### config.mk
export PLATFORM = sky130hd
export DESIGN_NAME = mem_arbiter
export DESIGN_NICKNAME = d
export VERILOG_FILES = /design/src/rtl/mem_pkg.sv /design/src/rtl/rr_arb.sv /design/src/rtl/mem_arbiter.sv
export SDC_FILE = /design/constraint.sdc
export NUM_CORES = 1
export LEC_CHECK = 0
export BUFFER_PORTS_ARGS = -buffer_cell sky130_fd_sc_hd__buf_2
export CORE_AREA = 8 8 283 285
export CTS_CLUSTER_DIAMETER = 30
export CTS_CLUSTER_SIZE = 25
export DETAILED_ROUTE_END_ITERATION = 12
export DIE_AREA = 0 0 291 293
export SYNTH_ARGS = -nofsm -noshare
export SYNTH_HDL_FRONTEND = slang
export SYNTH_SLANG_ARGS = --single-unit
### constraint.sdc
create_clock -name clk_core -period 2.4 [get_ports clk_core]
set_input_delay 0.24 -clock clk_core [delete_from_list [all_inputs] [get_ports clk_core]]
set_output_delay 0.24 -clock clk_core [all_outputs]
set_load 0.02 [all_outputs]
### src/rtl/mem_pkg.sv
// Shared types and constants for the two-requester DDR3 line arbiter.
package mem_pkg;

  typedef enum logic [1:0] {
    IDLE     = 2'd0,
    CMD      = 2'd1,
    WAIT_RSP = 2'd2,
    RESP     = 2'd3
  } mem_arb_state_e;

  localparam int NREQ       = 2;
  localparam int REQ_ICACHE = 0;
  localparam int REQ_DCACHE = 1;

  function automatic logic [NREQ-1:0] idx_to_onehot(input logic idx);
    return idx ? 2'b10 : 2'b01;
  endfunction

endpackage

### src/rtl/rr_arb.sv
// Two-way round-robin picker; the last-grant pointer is owned by the caller.
module rr_arb
  import mem_pkg::*;
(
  input  logic [NREQ-1:0] req,
  input  logic            last,
  output logic [NREQ-1:0] gnt,
  output logic            gnt_idx
);

  always_comb begin
    gnt_idx = 1'b0;
    gnt     = '0;
    case (req)
      2'b01:   gnt_idx = 1'b0;
      2'b10:   gnt_idx = 1'b1;
      2'b11:   gnt_idx = ~last;  // contention: favour whoever was not served last
      default: gnt_idx = 1'b0;
    endcase
    if (|req) gnt = idx_to_onehot(gnt_idx);
  end

endmodule

### src/rtl/mem_arbiter.sv
// Shares one memory command/response port between icache and dcache line requests,
// one transaction at a time, with round-robin grants and a response watchdog.
module mem_arbiter
  import mem_pkg::*;
#(
  parameter int ADDR_W  = 28,
  parameter int LINE_W  = 128,
  parameter int TIMEOUT = 1023
) (
  input  logic                   clk_core,
  input  logic                   reset_n,
  input  logic [NREQ-1:0]        rq_valid,
  output logic [NREQ-1:0]        rq_ready,
  input  logic [NREQ-1:0]        rq_write,
  input  logic [NREQ*ADDR_W-1:0] rq_addr,
  input  logic [NREQ*LINE_W-1:0] rq_wdata,
  output logic [NREQ-1:0]        rs_valid,
  output logic                   rs_err,
  output logic [LINE_W-1:0]      rs_rdata,
  output logic                   mem_cmd_valid,
  input  logic                   mem_cmd_ready,
  output logic                   mem_cmd_write,
  output logic [ADDR_W-1:0]      mem_cmd_addr,
  output logic [LINE_W-1:0]      mem_cmd_wdata,
  input  logic                   mem_rsp_valid,
  input  logic [LINE_W-1:0]      mem_rsp_rdata,
  output logic                   err_spurious
);

  localparam int              CNT_W       = (TIMEOUT < 1) ? 1 : $clog2(TIMEOUT + 1);
  localparam logic [CNT_W-1:0] TIMEOUT_CNT = CNT_W'(TIMEOUT);

  logic [ADDR_W-1:0] req_addr  [NREQ];
  logic [LINE_W-1:0] req_wdata [NREQ];

  for (genvar gi = 0; gi < NREQ; gi++) begin : g_unpack
    assign req_addr[gi]  = rq_addr[gi*ADDR_W +: ADDR_W];
    assign req_wdata[gi] = rq_wdata[gi*LINE_W +: LINE_W];
  end

  mem_arb_state_e    state_reg, state_next;
  logic              last_grant_reg;
  logic              owner_reg;
  logic              cmd_write_reg;
  logic [ADDR_W-1:0] cmd_addr_reg;
  logic [LINE_W-1:0] cmd_wdata_reg;
  logic [CNT_W-1:0]  cnt_reg;
  logic [LINE_W-1:0] rs_rdata_reg;
  logic              rs_err_reg;
  logic              err_spurious_reg;

  logic [NREQ-1:0]   gnt;
  logic              gnt_idx;
  logic              accept;
  logic              cmd_fire;
  logic              timed_out;

  rr_arb u_rr_arb (
    .req     (rq_valid),
    .last    (last_grant_reg),
    .gnt     (gnt),
    .gnt_idx (gnt_idx)
  );

  assign accept    = (state_reg == IDLE) && (|rq_valid);
  assign cmd_fire  = (state_reg == CMD) && mem_cmd_ready;
  assign timed_out = (cnt_reg == TIMEOUT_CNT);

  always_comb begin
    state_next    = state_reg;
    rq_ready      = '0;
    mem_cmd_valid = 1'b0;
    rs_valid      = '0;
    case (state_reg)
      IDLE: begin
        if (|rq_valid) begin
          // Keep the accept strobe quiet while reset is held, since nothing latches then.
          rq_ready   = reset_n ? gnt : '0;
          state_next = CMD;
        end
      end
      CMD: begin
        mem_cmd_valid = 1'b1;
        if (mem_cmd_ready) state_next = WAIT_RSP;
      end
      WAIT_RSP: begin
        if (mem_rsp_valid || timed_out) state_next = RESP;
      end
      RESP: begin
        rs_valid   = idx_to_onehot(owner_reg);
        state_next = IDLE;
      end
      default: state_next = IDLE;
    endcase
  end

  always_ff @(posedge clk_core or negedge reset_n) begin
    if (!reset_n) begin
      state_reg        <= IDLE;
      last_grant_reg   <= 1'b1;
      owner_reg        <= 1'b0;
      cmd_write_reg    <= 1'b0;
      cmd_addr_reg     <= '0;
      cmd_wdata_reg    <= '0;
      cnt_reg          <= '0;
      rs_rdata_reg     <= '0;
      rs_err_reg       <= 1'b0;
      err_spurious_reg <= 1'b0;
    end else begin
      state_reg <= state_next;

      if (accept) begin
        owner_reg      <= gnt_idx;
        last_grant_reg <= gnt_idx;
        cmd_write_reg  <= rq_write[gnt_idx];
        cmd_addr_reg   <= req_addr[gnt_idx];
        cmd_wdata_reg  <= req_wdata[gnt_idx];
      end

      if (cmd_fire) begin
        cnt_reg <= '0;
      end else if (state_reg == WAIT_RSP) begin
        cnt_reg <= cnt_reg + 1'b1;
      end

      // A response arriving on the expiry cycle still completes cleanly.
      if (state_reg == WAIT_RSP) begin
        if (mem_rsp_valid) begin
          rs_rdata_reg <= mem_rsp_rdata;
          rs_err_reg   <= 1'b0;
        end else if (timed_out) begin
          rs_rdata_reg <= '0;
          rs_err_reg   <= 1'b1;
        end
      end

      if (mem_rsp_valid && (state_reg != WAIT_RSP)) err_spurious_reg <= 1'b1;
    end
  end

  assign mem_cmd_write = cmd_write_reg;
  assign mem_cmd_addr  = cmd_addr_reg;
  assign mem_cmd_wdata = cmd_wdata_reg;
  assign rs_rdata      = rs_rdata_reg;
  assign rs_err        = rs_err_reg;
  assign err_spurious  = err_spurious_reg;

endmodule

==> Yosys cells after proc, flatten, opt, wreduce, memory -nomap -nowiden <==
Index checks and enable logic that the tools add are counted.
W data, S select, Z words.
{ "word_totals": {"in_bits": 448, "regBits": 301, "elab_cells": 61} }
{ "op_classes": {"n_lt_le_gt_ge": 2, "n_bitwise": 2, "muxes": 26, "eq_ne": 10, "addsub": 1, "reduce_logical": 10} }
{ "ops": {"columns": ["op", "count"], "rows": [
  ["$mux W128", 5],
  ["$mux W28", 3],
  ["$mux W10", 2],
  ["$mux W2", 9],
  ["$add A10 B1 Y10 const B", 1],
  ["$eq A10 B10 Y1 const B", 1],
  ["$eq A2 B2 Y1 const B", 4],
  ["$pmux W2 S4", 1],
  ["$ne A2 B2 Y1 const B", 3],
  ["$mux W1", 5],
  ["$reduce_bool A2 Y1", 2],
  ["$logic_and A1 B1 Y1", 3],
  ["$reduce_and A3 Y1", 1],
  ["$eq A2 B1 Y1 const B", 1],
  ["$ge A2 B2 Y1 const B", 1],
  ["$logic_not A2 Y1", 1],
  ["$lt A1 B2 Y1 const B", 1],
  ["$ne A2 B1 Y1 const B", 1],
  ["$not A1 Y2", 1],
  ["$pmux W1 S2", 1],
  ["$reduce_and A2 Y1", 1],
  ["$reduce_or A2 Y1", 1],
  ["$logic_or A1 B1 Y1", 1],
  ["$not A1 Y1", 1]
]} }

==> Depth between registers and ports, before layout <==
{ "depth": {"ltp_word": 6, "ltp_mapped": 8} }

==> By module <==
From an unflattened synthesis, not the netlist that was laid out.
{ "hier_totals": {"cells_unflattened": 1055, "area_unflattened_um2": 12539.5} }
{ "modules_own_cells": {"columns": ["module", "cells_per_inst", "n_inst", "area_per_inst_um2"], "rows": [
  ["mem_arbiter", 1051, 1, 12513.3],
  ["rr_arb", 4, 1, 26.3]
]} }

==> Worst setup path before layout <==
OpenSTA, ideal clock, no wires.
{ "synth_path": {"kind": "flip-flop to output port", "from": "register state_reg[0]", "to": "output rq_ready[0]", "path_stages_with_launch": 7, "required_ps": 2160, "path_buffers": 2, "arrival_ps": 1761, "slack_ps": 399, "cell_sequence": "dfrtp_1 > inv_1 > ha_1 > o21ai_2 > buf_4 > clkbuf_1 > nor3b_1"} }
{ "synth_between": {"elab_chain_len": 2} }
{ "synth_lines": {"columns": ["item", "line", "rtl"], "rows": [
  ["start: declaration", "mem_arbiter.sv:41", "mem_arb_state_e state_reg, state_next;"],
  ["start signal: assignment", "mem_arbiter.sv:110", "state_reg <= state_next;"],
  ["$logic_not A2 Y1", "mem_arbiter.sv:74", "case (state_reg)"],
  ["$mux W2", "mem_arbiter.sv:74", null],
  ["end: declaration", "mem_arbiter.sv:13", "output logic [NREQ-1:0] rq_ready,"]
]} }
No other way between the ends.

==> Final worst setup path <==
{ "layout_path": {"from": "input rq_valid[0]", "to": "register cmd_addr_reg[17], in the netlist mem_cmd_addr[17]"} }
{ "layout_between": {"elab_chain_len": 6} }
{ "layout_lines": {"columns": ["item", "line", "rtl"], "rows": [
  ["start: declaration", "mem_arbiter.sv:12", "input logic [NREQ-1:0] rq_valid,"],
  ["$eq A2 B2 Y1", "rr_arb.sv:14", "case (req)"],
  ["$pmux W1 S2", "rr_arb.sv:14", null],
  ["$not A1 Y2 (not written as such)", "mem_arbiter.sv:116", "cmd_addr_reg <= req_addr[gnt_idx];"],
  ["$mux W28 (not written as such) (3 in a row)", "mem_arbiter.sv:116", null],
  ["end signal: assignment", "mem_arbiter.sv:116", null],
  ["end: declaration", "mem_arbiter.sv:45", "logic [ADDR_W-1:0] cmd_addr_reg;"]
]} }
Parallel ways exist; a longest one is shown, timed or not. The select of a mux whose other input is x is not followed.
A chain may end at the register's enable or synchronous reset.

==> key figures <==
Die
  – Std cell rows: 101
  – Boundary Pins: 740
  – Die Ht: between 200 and 300 um
  – Initial Util: 16.50%
  – Die area: 0.08526 mm2
  – Die X: 291 um
  – Core box area: 0.07544 mm2

Drt
  – DRT iter0 DRCs: about 630
  – Drt pass-1 iters: 5
  – DR vias: 13370
  – Routed Antenna Nets: 0
  – Routed WL: 61.05 mm
  – Wire length per cell: 18.43 um
  – # DRC: 0
  – Vias/cell: ~4.0

Finish
  – Ratio of cells with drive above 1 in the final layout: 40.09%
  – Multi-input gate area: 0.004546 mm2
  – Final instance area: 0.02476 mm2
  – Most common cell after layout, fill and taps aside: buf_2
  – Most frequent cells in the layout: buf_2 (738), dlygate4sd3_1 (437), dfrtp_1 (300)
  – Fin nets: 2720
  – FF/Latch Area: between 0.007 and 0.008 mm2
  – Fillcell total: 7408
  – P&R area growth vs syn: 98.88%

Clock tree
  – CTS H-tree depth: 3
  – Maximum clock path buffer count: 3
  – Root Driver: clkbuf_16
  – TritonCTS clock tree: yes
  – Clock insertion delay at the later pin of the skew report: 0.59 ns
  – CTS sink count: 301
  – Worst-path clk slew: 0.04 ns
  – Inserted Clock Buffers: 76

Global route
  – First-pass GRT wire length: 90.41 mm
  – GRT Overall Usage: 13.46%
  – Initial antenna violation count: 11
  – Largest net degree at the start of global routing: 103
  – Vias in the first global route: 14920
  – Gr ovfl total: 0

STA
  – Fmax: ~430 MHz
  – Setup TNS: 0 ns
  – Setup violations, final: 0
  – Actual slew at the worst max-slew pin: 0.6202 ns
  – Final setup skew: 0.02136 ns
  – RSZ-0062 raised after global routing: no
  – Final Max Tran Viols: 0
  – Final Hold Violating Endpoints: 0
  – Final period utilization: 97.56%
  – Final min period: between 2 and 2.5 ns
  – Slew Limit Headroom: 58.66%

Logic synthesis
  – Sequential-to-total area share from yosys stat: 60.50%
  – Synthesized area per cell: 11.88 um2
  – Yosys warns: 0
  – Yosys top cell area share: 60.29%
  – Area of the mapped netlist: about 0.012 mm2
  – Syn Inst Count: 1048
  – Yosys top cell by area: dfrtp_1
  – Main area contributors after synthesis: dfrtp_1 (60%), mux2i_1 (13%), a22o_1 (9.1%)
  – Syn_nets: about 1500
  – Distinct cell type count of the synthesized netlist: 34
  – Synthesis-stage register bit count: 301

Power and ir drop
  – Lkg Pwr: 12.43 nW
  – P per Cell Area: around 1300 mW/mm2
  – Worst VDD drop: 0.6604 mV

Worst setup path
  – R2R Path Start: last_grant_reg$_DFFE_PN1P_
  – CP startpoint kind: input port
  – Critical Path RT: 2.84 ns
  – CP Max Fanout: 23
  – CP endpoint kind: register
  – Crit Path Class: input port to register
  – Worst setup path start: rq_valid[0]
  – Arrival time at the worst endpoint: 2.79 ns

Worst hold path
  – Hold_sp: rq_addr[27]
  – Type of the most critical hold path: input port to register

Placement
  – Placer congestion estimate: 0.8744
  – IO Port Bufs: 739
  – Placed cell area: between 0.015 and 0.02 mm2
  – Detailed Place HPWL: ~42 mm

Run status
  – Status: finished, final reports clean

Run
  – Max-cap violation count: 0
critical path: stages:
cell,delay (ns)
dlygate4sd3_1,0.55
buf_2,0.18
a21boi_4,0.30
clkbuf_16,0.28
buf_4,0.23
mux2i_1,0.25
dlygate4sd3_1,0.58
o21ai_0,0.09
cells by family (layout without fill, tap and decap cells):
group / Yosys count / count (layout) / share of synthesized area [%]
compound gates: 298 / 298 / 16.04
xor+xnor: 8 / 8 / 0.5626
fa+ha+maj: 6 / 6 / 0.6029
buf+inv: 87 / 1369 / 3.296
flops: 301 / 301 / 60.50
mux: 159 / 159 / 12.79
other cells: 0 / 5 / 0
simple gates: 189 / 189 / 6.210
worst paths after layout:
| check | endpoint | slack (ns) | cells past startpoint |
|---|---|---|---|
| max | mem_cmd_addr[17]$_DFFE_PN0P_ | 0.06 | 8 |
| max in group asynchronous | mem_cmd_wdata[41]$_DFFE_PN0P_ | 1.20 | 3 |
| min | mem_cmd_addr[27]$_DFFE_PN0P_ | 0.02 | 3 |
| max reg2reg | mem_cmd_addr[17]$_DFFE_PN0P_ | 0.10 | 6 |
| min reg2reg | mem_cmd_wdata[3]$_DFFE_PN0P_ | 0.47 | 2 |
| min in group asynchronous | rs_rdata[39]$_DFFE_PN0P_ | 0.19 | 2 |
Yosys cell counts, drive strengths merged:
cell type,number
o32a,1
ha,6
and3,2
nor2,11
a21oi,3
nor3,3
mux2,1
and2,3
nor3b,2
dfrtp,300
inv,5
clkbuf,36
or3,2
xnor2,4
xor2,4
o21ai,160
a22o,130
nor2b,1
o21bai,1
mux2i,158
buf,46
a21boi,1
nand3,1
dfstp,1
nand4,4
nand2,160
a31oi,2
through the flow:
step           utilization, %  std cells  total power [mW]  setup WS, ns  hold slack, ns
2_1_floorplan               -       1048             15.29        0.3995        -0.05559
5_1_grt                 32.82       3312             34.13       0.01218         0.01186
3_3_place_gp            23.14       2726             19.91        0.4524          0.2215
4_1_cts                 32.75       3306             32.48       0.07363       0.0009063
6_report                32.82       3313             32.30       0.05859         0.01832
3_5_place_dp            23.14       2726             20.06        0.4039          0.2128
layout make-up:
type                    instances  area share, %
flip-flops and latches        301          30.42
diodes                          5        0.05053
repair buffers               1222          34.61
multi-input cells             660          18.36
clock inverters                53          3.218
inverters                       5        0.07579
clock buffers                  89          8.327
well taps                     978          4.941
power breakdown:
group	switching, mW	internal (mW)
Combinational	7.42	4.76
Clock	3.37	7.91
Sequential	1.36	7.48
Total	12.2	20.2
per-layer routing:
metal	share of wire, %	global-route usage, %	vias up
met1	38	14.60	6335
li1	-	-	6218
met3	7.6	4.581	146
met2	49	23.56	670
met4	4.5	6.329	0
met5	0	0	-
repair_timing:
| item | in CTS | in global routing |
|---|---|---|
| cloned | 0 | 1 |
| resized for setup | 1 | 2 |
| pin swaps | 0 | 1 |
| hold buffers | 437 | 0 |
| endpoints found under the hold margin | 334 | 0 |
| buffers inserted | 1 | 1 |
| setup endpoints to repair | 1 | 6 |
Power figures use the tool's default switching activity.
